[src/rtl/ni_irq_csr_bank.sv]
// NI CSR bank with per-VC interrupt sources, coalescing counters and sticky W1C status.
// One instance per router NI. Every request gets a registered response one cycle later.
module ni_irq_csr_bank #(
  parameter int unsigned NUM_VC      = 3,
  parameter int unsigned OCUP_W      = 16,
  parameter int unsigned PKT_W       = 8,
  parameter int unsigned COAL_W      = 16,
  parameter logic [15:0] CSR_BASE    = 16'h1000,
  parameter logic [15:0] ROUTER_X_ID = 16'd0,
  parameter logic [15:0] ROUTER_Y_ID = 16'd0,
  parameter logic [31:0] VERSION     = 32'h0002_0000
) (
  input  logic                       clk_axi,
  input  logic                       arst_axi,
  input  logic                       csr_valid_i,
  input  logic                       csr_wr_i,
  input  logic [15:0]                csr_addr_i,
  input  logic [31:0]                csr_wdata_i,
  output logic                       csr_ready_o,
  output logic                       csr_rvalid_o,
  output logic [31:0]                csr_rdata_o,
  output logic                       csr_error_o,
  input  logic [NUM_VC-1:0]          empty_vc_i,
  input  logic [NUM_VC-1:0]          full_vc_i,
  input  logic [NUM_VC*OCUP_W-1:0]   ocup_vc_i,
  input  logic [NUM_VC*PKT_W-1:0]    pkt_size_vc_i,
  output logic [NUM_VC-1:0]          irq_vc_o,
  output logic                       irq_trig_o
);

  localparam logic [15:0] VC_END = 16'(16 + 16 * NUM_VC);

  // Architectural state
  logic [NUM_VC-1:0] status_q, status_d;
  logic              en_q, en_d;
  logic [1:0]        mode_q    [NUM_VC];
  logic [1:0]        mode_d    [NUM_VC];
  logic [OCUP_W-1:0] thresh_q  [NUM_VC];
  logic [OCUP_W-1:0] thresh_d  [NUM_VC];
  logic [COAL_W-1:0] timeout_q [NUM_VC];
  logic [COAL_W-1:0] timeout_d [NUM_VC];
  logic [COAL_W-1:0] cnt_q     [NUM_VC];
  logic [COAL_W-1:0] cnt_d     [NUM_VC];

  logic        rvalid_q, rvalid_d;
  logic [31:0] rdata_q, rdata_d;
  logic        error_q, error_d;

  // Address decode
  logic [15:0] off, vc_off;
  logic [11:0] vc_idx;
  logic [1:0]  vc_reg;
  logic        hit_ver, hit_id, hit_sts, hit_en, hit_vc;
  logic        ro_hit, mapped, acc_err, wr_ok;

  assign off     = csr_addr_i - CSR_BASE;
  assign vc_off  = off - 16'h0010;
  assign vc_idx  = vc_off[15:4];
  assign vc_reg  = vc_off[3:2];
  assign hit_ver = (off == 16'h0000);
  assign hit_id  = (off == 16'h0004);
  assign hit_sts = (off == 16'h0008);
  assign hit_en  = (off == 16'h000C);
  assign hit_vc  = (off >= 16'h0010) && (off < VC_END) && (off[1:0] == 2'b00);
  assign ro_hit  = hit_ver | hit_id | (hit_vc && (vc_reg == 2'd3));
  assign mapped  = hit_ver | hit_id | hit_sts | hit_en | hit_vc;
  assign acc_err = (off[1:0] != 2'b00) || !mapped || (csr_wr_i && ro_hit);
  assign wr_ok   = csr_valid_i && csr_wr_i && !acc_err;

  // Only the low bits of the write data reach any register.
  logic unused_wdata;
  assign unused_wdata = ^csr_wdata_i;

  logic [NUM_VC-1:0] cond, fire, wr_mode, wr_thr, wr_to;

  generate
    for (genvar gi = 0; gi < NUM_VC; gi++) begin : g_vc
      logic sel;
      assign sel         = hit_vc && (vc_idx == 12'(gi));
      assign wr_mode[gi] = wr_ok && sel && (vc_reg == 2'd0);
      assign wr_thr[gi]  = wr_ok && sel && (vc_reg == 2'd1);
      assign wr_to[gi]   = wr_ok && sel && (vc_reg == 2'd2);

      assign cond[gi] = (mode_q[gi] == 2'd0) ? ~empty_vc_i[gi] :
                        (mode_q[gi] == 2'd1) ? full_vc_i[gi] :
                        (mode_q[gi] == 2'd2) ? (ocup_vc_i[gi*OCUP_W +: OCUP_W] >= thresh_q[gi]) :
                        1'b0;
      assign fire[gi] = cond[gi] && (cnt_q[gi] >= timeout_q[gi]);

      // Counter saturates at TIMEOUT; reconfiguring the source restarts the window.
      assign cnt_d[gi] = (wr_mode[gi] || wr_to[gi]) ? '0 :
                         !cond[gi]                  ? '0 :
                         (cnt_q[gi] < timeout_q[gi]) ? cnt_q[gi] + COAL_W'(1) :
                         cnt_q[gi];

      assign mode_d[gi]    = wr_mode[gi] ? csr_wdata_i[1:0]        : mode_q[gi];
      assign thresh_d[gi]  = wr_thr[gi]  ? csr_wdata_i[OCUP_W-1:0] : thresh_q[gi];
      assign timeout_d[gi] = wr_to[gi]   ? csr_wdata_i[COAL_W-1:0] : timeout_q[gi];
    end
  endgenerate

  // A new event outranks a simultaneous W1C of the same bit.
  always_comb begin
    status_d = status_q;
    if (wr_ok && hit_sts) begin
      status_d = status_q & ~csr_wdata_i[NUM_VC-1:0];
    end
    status_d = status_d | fire;
    en_d = (wr_ok && hit_en) ? csr_wdata_i[0] : en_q;
  end

  always_comb begin
    rdata_d  = '0;
    rvalid_d = csr_valid_i;
    error_d  = csr_valid_i && acc_err;
    if (hit_ver) rdata_d = VERSION;
    if (hit_id)  rdata_d = {ROUTER_Y_ID, ROUTER_X_ID};
    if (hit_sts) rdata_d = 32'(status_q);
    if (hit_en)  rdata_d = 32'(en_q);
    for (int i = 0; i < NUM_VC; i++) begin
      if (hit_vc && (vc_idx == 12'(i))) begin
        case (vc_reg)
          2'd0:    rdata_d = 32'(mode_q[i]);
          2'd1:    rdata_d = 32'(thresh_q[i]);
          2'd2:    rdata_d = 32'(timeout_q[i]);
          default: rdata_d = 32'(pkt_size_vc_i[i*PKT_W +: PKT_W]);
        endcase
      end
    end
    if (!csr_valid_i || csr_wr_i || acc_err) rdata_d = '0;
  end

  always_ff @(posedge clk_axi or posedge arst_axi) begin
    if (arst_axi) begin
      status_q <= '0;
      en_q     <= 1'b1;
      rvalid_q <= 1'b0;
      rdata_q  <= '0;
      error_q  <= 1'b0;
      for (int i = 0; i < NUM_VC; i++) begin
        mode_q[i]    <= '0;
        thresh_q[i]  <= '1;
        timeout_q[i] <= '0;
        cnt_q[i]     <= '0;
      end
    end else begin
      status_q <= status_d;
      en_q     <= en_d;
      rvalid_q <= rvalid_d;
      rdata_q  <= rdata_d;
      error_q  <= error_d;
      for (int i = 0; i < NUM_VC; i++) begin
        mode_q[i]    <= mode_d[i];
        thresh_q[i]  <= thresh_d[i];
        timeout_q[i] <= timeout_d[i];
        cnt_q[i]     <= cnt_d[i];
      end
    end
  end

  assign csr_ready_o  = 1'b1;
  assign csr_rvalid_o = rvalid_q;
  assign csr_rdata_o  = rdata_q;
  assign csr_error_o  = error_q;
  assign irq_vc_o     = status_q & {NUM_VC{en_q}};
  assign irq_trig_o   = |irq_vc_o;

endmodule
[config.mk]
export PLATFORM = sky130hd
export DESIGN_NAME = ni_irq_csr_bank
export DESIGN_NICKNAME = d
export VERILOG_FILES = /design/src/rtl/ni_irq_csr_bank.sv
export SDC_FILE = /design/constraint.sdc
export NUM_CORES = 1
export LEC_CHECK = 0
export ABC_AREA = 1
export CAP_MARGIN = 40
export CORE_ASPECT_RATIO = 0.9
export CORE_MARGIN = 2
export CORE_UTILIZATION = 30
export DETAILED_ROUTE_END_ITERATION = 8
export GPL_TIMING_DRIVEN = 0
export PLACE_DENSITY = 0.56
export SLEW_MARGIN = 20
export SYNTH_ARGS = -nofsm -noshare
export SYNTH_HDL_FRONTEND = slang
export SYNTH_SLANG_ARGS = --single-unit
[constraint.sdc]
create_clock -name clk_axi -period 8.99 [get_ports clk_axi]
set_input_delay 2.697 -clock clk_axi [delete_from_list [all_inputs] [get_ports clk_axi]]
set_output_delay 2.697 -clock clk_axi [all_outputs]
set_load 0.02 [all_outputs]
Word-level counts from Yosys, hierarchy flattened
Cells that the tools add are included.
W data, S select, Z words.
{"block": "op_classes", "addsub": 5, "magnitude_cmp": 11, "n_eq_ne": 17, "mux": 30, "bitwise_logic": 12, "reduce_logical": 46}
{"cell": "$mux W32", "n": 7}
{"cell": "$mux W16", "n": 9}
{"cell": "$pmux W16 S3", "n": 3}
{"cell": "$ge A16 B16 Y1", "n": 6}
{"cell": "$add A16 B1 Y16 const B", "n": 3}
{"cell": "$lt A16 B16 Y1", "n": 3}
{"cell": "$eq A16 B4 Y1 const B", "n": 2}
{"cell": "$logic_and A1 B1 Y1", "n": 27}
{"cell": "$mux W18", "n": 1}
{"cell": "$eq A16 B3 Y1 const B", "n": 1}
{"cell": "$ge A16 B5 Y1 const B", "n": 1}
{"cell": "$logic_not A16 Y1", "n": 1}
{"cell": "$lt A16 B7 Y1 const B", "n": 1}
{"cell": "$sub A16 B13 Y16 const B", "n": 1}
{"cell": "$sub A16 B5 Y16 const B", "n": 1}
{"cell": "$eq A12 B1 Y1 const B", "n": 1}
{"cell": "$eq A12 B2 Y1 const B", "n": 1}
{"cell": "$logic_not A12 Y1", "n": 1}
{"cell": "$eq A2 B2 Y1 const B", "n": 5}
{"cell": "$logic_not A2 Y1", "n": 5}
{"cell": "$mux W1", "n": 9}
{"cell": "$ne A3 B1 Y1 const B", "n": 3}
{"cell": "$eq A2 B1 Y1 const B", "n": 4}
{"cell": "$logic_or A1 B1 Y1", "n": 7}
{"cell": "9 further kinds", "n": 18}
{"block": "totals", "register_bits": 188, "inputBits": 130, "out_inout_bits": 39, "word_cells": 138}

Depth between registers and ports, before layout
Gate-level depths: netlist of the first run.
{"block": "logic_depth", "word_depth": 15, "depth_mapped": 17, "ltp_nobuf": 17}

Least setup slack after synthesis of the first run
Ideal clock, no wire load.
{"block": "synth_path", "path_type": "input to register", "from": "input csr_addr_i[12]", "to": "register cnt_q[34] (netlist bit)", "setup_time_ns": 0.120, "arrival_time_ns": 4.453, "t_required_ns": 8.870, "setup_slack_ns": 4.417, "path_stages": 14, "n_path_buf": 1, "cell_sequence": "inv_1 ha_1 xor2_1 nor3_4 nand3_1 nor2_1 inv_1 nor2_2 nand2_2 nor2_2 nand2_1 nand2_2 buf_2 nor2_1"}
{"block": "synth_via", "elab_chain_len": 15, "word_cells_on_any_way": 30, "classes_between": "add/sub: 2; order compare: 2; eq/ne: 4; mux: 1; bitwise: 5; reduce/logical: 16"}
{"element": "start: declaration", "line_no": "17", "text": "input logic [15:0] csr_addr_i,"}
{"element": "$sub A16 B13 Y16 *", "line_no": "56", "text": "assign off = csr_addr_i - CSR_BASE;"}
{"element": "parallel branches: the longest is 10 deep, another holds $ge A16 B5 Y1"}
{"element": "$logic_and A1 B1 Y1 *", "line_no": "80, 82"}
{"element": "$logic_and A1 B1 Y1 (on tied branches)", "line_no": "80, 82"}
{"element": "$logic_or A1 B1 Y1 *", "line_no": "91", "text": "assign cnt_d[gi] = (wr_mode[gi] || wr_to[gi]) ? '0 :"}
{"element": "$ne A3 B1 Y1 (no source line) / $mux W16 (equally long branches)"}
{"element": "end signal: indexed assignment", "line_no": "156", "text": "cnt_q[i] <= cnt_d[i];"}
{"element": "end: declaration", "line_no": "42", "text": "logic [COAL_W-1:0] cnt_q [NUM_VC];"}
Every way passes the cells marked *.
A chain may end at the register's enable or synchronous reset.

Worst setup path in the final report of the first run
{"block": "layout_path", "from": "input csr_addr_i[12]", "to": "register cnt_q[22] (netlist bit)"}
Same word-level chain as after synthesis.

==> impl_metrics.py, run 1 <==
metrics = {
    "grt": {
        "grt_usage_pct": 19.8,
        "grt_first_pass_wirelength_um": 56700,
        "grt_pass1_vias": 9754,
        "antenna_found_initial": 1,
        "grt_max_degree": 90,
        "overflow": 0,
    },
    "synthesis": {
        "syn_area_um2": 11000,
        "synth_area_leaders": "dfrtp_1 (28%), dfstp_2 (12%), ha_1 (12%)",
        "synth_flop_cell": "dfrtp_1",
        "ys_warn_count": 0,
        "avgSynthCellArea_um2": 7.74,
        "synth_top_area_share_pct": 28.2,
        "yosysMostFrequentCell": "nand2_1",
        "synthDistinctLibCells": 39,
        "synthCells": 1422,
        "synth_seq_cells": 173,
        "synth-seq-area-share_pct": 39.9,
        "yosys.area.top_type": "dfrtp_1",
        "synth_common_cells": "nand2_1 (275), inv_1 (215), nor2_1 (139)",
        "synth-async-reset-ratio_pct": 100,
        "synth_edf_count": 0,
    },
    "place": {
        "dp_slack_ps": 3190,
        "place_inst": 2049,
        "gp_congestion": 0.893,
        "dp_hpwl_um": 29000,
        "placed_cell_area_um2": 13100,
        "numPortBuffers": 136,
    },
    "power": {
        "powerDensity_nw_per_um2": 130,
        "power.leakage_nw": 5.95,
        "power_mw": 1.78,
        "ir_drop_v": 0.000109,
    },
    "route": {
        "drt_iter0_markers": 799,
        "post_drt_wl_per_cell_um": 17.8,
        "vias": 10200,
        "antenna_left": 0,
        "viasPerCell": 4.88,
        "drc": 0,
        "drt-total-wl_um": 37000,
        "drtPass1Iterations": 5,
    },
    "clock_network": {
        "clock-sinks": 173,
        "cts-htree-levels": 4,
        "cts_buffers": 17,
        "cts-root-buf": "clkbuf_16",
        "hold_buffers": 0,
        "clkLatencyLatePin_ps": 450,
        "cts_resized": 0,
        "clk_path_buf_depth": 2,
        "cts_tree": "yes",
        "clkTransAtPathRegs_ps": 60,
        "cts_setup_buffers": 0,
    },
    "cells_and_area": {
        "final_core_util_pct": 37.9,
        "design_area_um2": 13700,
        "n_fill_cell": 3800,
        "nets": 1824,
        "diodes": 0,
        "regArea_um2": 4390,
        "instances_no_fill": 2081,
        "syn2layout_area_growth_pct": 24.3,
        "multiInputGateArea_um2": 5540,
        "drive_gt1_share_pct": 8.54,
    },
    "timing": {
        "fin_ws_ps": 3580,
        "fmax_mhz": 185,
        "clock_skew_ps": 17.5,
        "whs_ps": 476,
        "setup_tns_ps": 0,
        "setup_viol_count_final": 0,
        "grt_setup_unrepaired": "no",
        "fin_crit_ps": 5410,
        "finalHoldViolCount": 0,
        "fin_crit_sh_pct": 60.2,
        "drv_slew": 0,
        "worstMarginPinSlew_ps": 710,
        "maxSlewHeadroom_pct": 52.6,
    },
    "run_status": {
        "status": "finished, final reports clean",
    },
    "setup_path": {
        "crit_start": "csr_addr_i[12]",
        "path_cells": "clkdlybuf4s50_1 -> inv_1 -> ha_1 -> xor2_1 -> nor3_4 -> nand3_1 -> nor2_1 -> nand3_2 -> nor2_2 -> nand2_1 -> nand2_2 -> buf_4 -> nor2_1",
        "rrSetupSlack_ps": 6070,
        "cp_max_fo": 10,
        "cp.buffers_inverters": 3,
        "end_kind": "flop",
        "path_delay_family": "simple AND/OR/NAND/NOR gates",
        "crit_path_start_kind": "input pin",
        "path_class": "in2reg",
        "max_stage_delay_ps": 540,
        "reg2reg_depth": 13,
        "crit_end": "cnt_q[22]$_DFFE_PP0P_",
        "cp_slowest_cell": "clkdlybuf4s50_1",
        "cp.arrival_ps": 5740,
        "cpMostUsedCell": "nor2_1",
        "crit_required_ps": 9320,
        "path_depth": 13,
        "r2r_start": "thresh_q[15]$_DFFE_PP1P_",
        "worst_r2r_endpoint": "cnt_q[7]$_DFFE_PP0P_",
    },
    "die": {
        "die-area_um2": 38300,
        "core_area_um2": 36200,
        "dieWidth_um": 206,
        "fp.dieH_um": 186,
        "boundaryPins": 169,
        "start_util_pct": 30.4,
        "num_rows": 66,
    },
    "hold_path": {
        "hp-class": "reg2reg",
        "min_from": "thresh_q[33]$_DFFE_PP1P_",
    },
    "flow_run": {
        "max_cap_viol_count": 0,
    },
}
[worst min path at each step]
stage                                    end  cells past startpoint
global route        thresh_q[30]$_DFFE_PP1P_                      2
detailed placement  thresh_q[36]$_DFFE_PP1P_                      2
global placement    thresh_q[24]$_DFFE_PP1P_                      2
CTS                 thresh_q[21]$_DFFE_PP1P_                      2
finish              thresh_q[33]$_DFFE_PP1P_                      2
floorplan           thresh_q[17]$_DFFE_PP1P_                      2
[routing by layer]
metal  share of wire [%]  wire length, µm  global-route usage (%)  up-vias
li1                    -                -                       -     4984
met1                  46            17200                    28.1     4752
met2                  43            16000                    30.3      364
met3                 7.4             2750                    4.06       51
met4                 2.8             1030                    6.11        0
met5                   0                0                       0        -
[cell usage in the layout (no fill, tap or decap), drive strengths merged, types with 4 or more instances in the layout]
cell type,Yosys,layout
nor3b,4,4
nor4,6,6
ha,102,102
xor2,28,28
xnor2,5,5
clkbuf,25,44
dfstp,49,49
bufinv,0,4
dfrtp,124,124
inv,215,221
o211ai,5,5
nor3,20,20
clkdlybuf4s50,0,136
buf,35,36
o21ai,148,148
nor2,144,144
or2,4,4
nand4,41,41
conb,2,16
o221ai,7,7
o22ai,34,34
nand2,282,282
a21oi,72,72
nand3,61,61
[kinds of logic after synthesis]
logic type      after synthesis  share of synthesized area [%]
compound gates              273                           13.3
simple gates                562                           22.0
mux                           1                         0.0909
flops                       173                           39.9
fa+ha+maj                   102                           11.6
other cells                   2                         0.0682
buf+inv                     276                           10.3
xor+xnor                     33                           2.79
[power breakdown]
group / switching [mW] / internal, mW / leakage [nW]
clock network: 0.350 / 0.473 / 0.303
logic: 0.101 / 0.0733 / 3.43
registers: 0.000164 / 0.779 / 2.22
total: 0.451 / 1.33 / 5.95
[tightest hold or removal path: cells and delay by family (launching register included)]
family / cells / cell delay [ps]
and+or+nand+nor: 1 / 50
AOI/OAI and AO/OA: 1 / 50
DFF: 1 / 370
[area by class of cell]
| class | count | area share, % |
|---|---|---|
| sequential | 173 | 32.1 |
| timing repair buffer | 137 | 10.1 |
| clock buffer | 19 | 3.16 |
| buffer | 60 | 2.34 |
| clock inverter | 13 | 1.47 |
| inverter | 216 | 5.98 |
| multi-input combinational | 987 | 40.5 |
| tap | 476 | 4.35 |
[registers in the layout, summed over array words and instances, names as in the netlist]
name          count
timeout_q        48
csr_rdata_o      17
thresh_q         48
en_q              1
csr_rvalid_o      1
cnt_q            48
mode_q            6
status_q          3
csr_error_o       1
No activity file was read; power rests on OpenSTA's default activity.
==> inputs of run 2 (changes only) <==
clock period = 5.1 ns   (was 8.99 ns; I/O delays follow)
==> run 2 against run 1 <==
  * Critical endpoint is now cnt_q[2]$_DFFE_PP0P_
  * Power increased by 68%
  * Non-clock buffer count increased by 5
  * Largest power group is now sequential cells
  * Sequential share of layout area about the same
==> impl_metrics.py, run 2 (synthesis gave the netlist of run 1 again) <==
metrics = {
    "clock_network": {
        "cts_tree": "yes",
        "cts-root-buf": "clkbuf_16",
        "cts_setup_buffers": 0,
        "cts-htree-levels": 4,
        "clk_path_buf_depth": 2,
        "clock-sinks": 173,
        "hold_buffers": 0,
        "cts_buffers": 17,
        "cts_resized": 0,
        "clkLatencyLatePin_ps": 450,
        "clkTransAtPathRegs_ps": 70,
    },
    "setup_path": {
        "end_kind": "flop",
        "crit_required_ps": 5430,
        "path_cells": "clkdlybuf4s50_1 -> inv_1 -> ha_1 -> xor2_1 -> nor3_4 -> nand3_1 -> nor2_1 -> nand4_1 -> nor2_1 -> nand2_1 -> nand2_1 -> buf_2 -> nor2_1",
        "cp.arrival_ps": 4560,
        "cp_slowest_cell": "clkdlybuf4s50_1",
        "max_stage_delay_ps": 540,
        "cpMostUsedCell": "nor2_1",
        "cp_max_fo": 10,
        "crit_path_start_kind": "input pin",
        "reg2reg_depth": 13,
        "path_class": "in2reg",
    },
    "power": {
        "power_mw": 2.99,
        "p_switching_mw": 0.827,
        "clkPwrFrac_pct": 43.4,
        "powerDensity_nw_per_um2": 218,
        "pwr-share-comb_pct": 10.6,
        "p_int_mw": 2.16,
        "seq_power_share_pct": 46.0,
        "ir_drop_v": 0.000179,
        "p_sw_share_pct": 27.7,
        "power.leakage_nw": 5.95,
    },
    "cells_and_area": {
        "reg_top3": "cnt_q: 48 flops, thresh_q: 48 flops, timeout_q: 48 flops",
        "n_fill_cell": 3803,
        "diodes": 0,
        "drive_gt1_share_pct": 8.82,
        "final_cell_mix": "nand2_1 (275), inv_1 (214), nor2_1 (139), clkdlybuf4s50_1 (136), dfrtp_1 (124)",
        "final_common_cell": "nand2_1",
        "nets": 1829,
        "syn2layout_area_growth_pct": 24.4,
    },
    "hold_path": {
        "hp-class": "reg2reg",
        "min_path_cells": 2,
    },
    "timing": {
        "worstMarginPinSlew_ps": 723,
        "fmax_mhz": 236,
        "grt_setup_unrepaired": "no",
        "whs_ps": 474,
        "fin_ws_ps": 872,
        "finalHoldViolCount": 0,
        "fin_crit_sh_pct": 82.9,
        "clock_skew_ps": 9.60,
        "maxSlewHeadroom_pct": 51.8,
        "setup_viol_count_final": 0,
        "drv_slew": 0,
        "fin_crit_ps": 4230,
    },
    "run_status": {
        "status": "finished, final reports clean",
    },
    "route": {
        "drt_iter0_markers": 840,
        "drc": 0,
        "vias": 10200,
        "viasPerCell": 4.89,
        "post_drt_wl_per_cell_um": 17.9,
        "drt-total-wl_um": 37400,
        "drtPass1Iterations": 5,
        "antenna_left": 0,
    },
    "grt": {
        "antenna_found_initial": 0,
        "grt_max_degree": 33,
        "grt_pass1_vias": 9744,
        "grt_first_pass_wirelength_um": 56700,
        "grt_usage_pct": 19.9,
        "overflow": 0,
    },
    "flow_run": {
        "max_cap_viol_count": 0,
    },
    "die": {
        "fp.dieH_um": 186,
        "boundaryPins": 169,
        "start_util_pct": 30.4,
        "core_area_um2": 36200,
        "num_rows": 66,
        "die-area_um2": 38300,
        "dieWidth_um": 206,
    },
    "place": {
        "dp_hpwl_um": 29500,
        "numPortBuffers": 136,
        "gp_congestion": 0.895,
        "dp_slack_ps": 416,
    },
}
-- run 2: cell types whose count changed in the layout (fill, tap and decap cells not counted), sizes merged --
cell / before / now
buf: 36 / 41
bufinv: 4 / 0
clkinv: 2 / 3
clkinvlp: 2 / 3
inv: 221 / 223
-- run 2: path summary, 6_finish.rpt --
check	to	start	slack (ps)
max in group asynchronous	thresh_q[43]$_DFFE_PP1P_	arst_axi	2690
min in group asynchronous	cnt_q[6]$_DFFE_PP0P_	arst_axi	1420
max	cnt_q[2]$_DFFE_PP0P_	csr_addr_i[12]	870
min	thresh_q[31]$_DFFE_PP1P_	thresh_q[31]$_DFFE_PP1P_	470
min reg2reg	thresh_q[31]$_DFFE_PP1P_	thresh_q[31]$_DFFE_PP1P_	470
max reg2reg	cnt_q[2]$_DFFE_PP0P_	thresh_q[15]$_DFFE_PP1P_	2080
-- run 2: critical path: cells and delay by family --
family	cells	cell delay [ps]
AND/OR/NAND/NOR	8	1680
adder cells (fa/ha/maj)	1	210
XOR/XNOR	1	190
buffers and inverters	3	940
-- run 2: power groups by stage --
stage	Sequential (mW)	Combinational (mW)	Clock [mW]
2_1_floorplan	1.40	0.137	0
3_3_place_gp	1.40	0.304	0
3_5_place_dp	1.40	0.318	0
4_1_cts	1.37	0.320	1.31
5_1_grt	1.37	0.347	1.37
6_report	1.37	0.317	1.30
-- run 2: cell type report --
| class | instances | area [µm²] | area share [%] |
|---|---|---|---|
| inverter | 216 | 815 | 5.94 |
| clock buffer | 19 | 433 | 3.16 |
| multi-input combinational | 987 | 5540 | 40.5 |
| clock inverter | 13 | 124 | 0.904 |
| sequential | 173 | 4390 | 32.0 |
| timing repair buffer | 142 | 1480 | 10.8 |
| tap | 476 | 596 | 4.35 |
| buffer | 60 | 320 | 2.34 |
-- run 2: routing by layer --
metal / up-vias / part of all wire (%) / track usage [%]
met4: 0 / 2.5 / 6.06
li1: 4993 / - / -
met5: - / 0 / 0
met2: 321 / 45 / 31.4
met3: 43 / 6.1 / 3.73
met1: 4853 / 47 / 27.6
-- run 2: per-stage QoR --
stage                     utilization, %  cell area (µm²)  std cells  TNS, ps
after detailed placement            36.3            13100       2054        0
after floorplan                        -            11100       1436        0
after global placement              36.0            13000       2048   -27960
after CTS                           37.9            13700       2086        0
final                               37.9            13700       2086        0
after global routing                37.9            13700       2086        0
==> inputs of run 3 (changes only) <==
clock period = 4.37 ns   (was 5.1 ns; I/O delays follow)
==> results of run 3 <==
Same layout as run 2 (identical final DEF). Status: finished, final reports clean.
Among the figures that moved: setup slack after placement 416 ps -> -95.4 ps; setup slack after layout 872 ps -> 361 ps; register-to-register setup slack 2080 ps -> 1350 ps; total power 2.99 mW -> 3.48 mW; worst IR drop on VDD 0.000179 V -> 0.000209 V
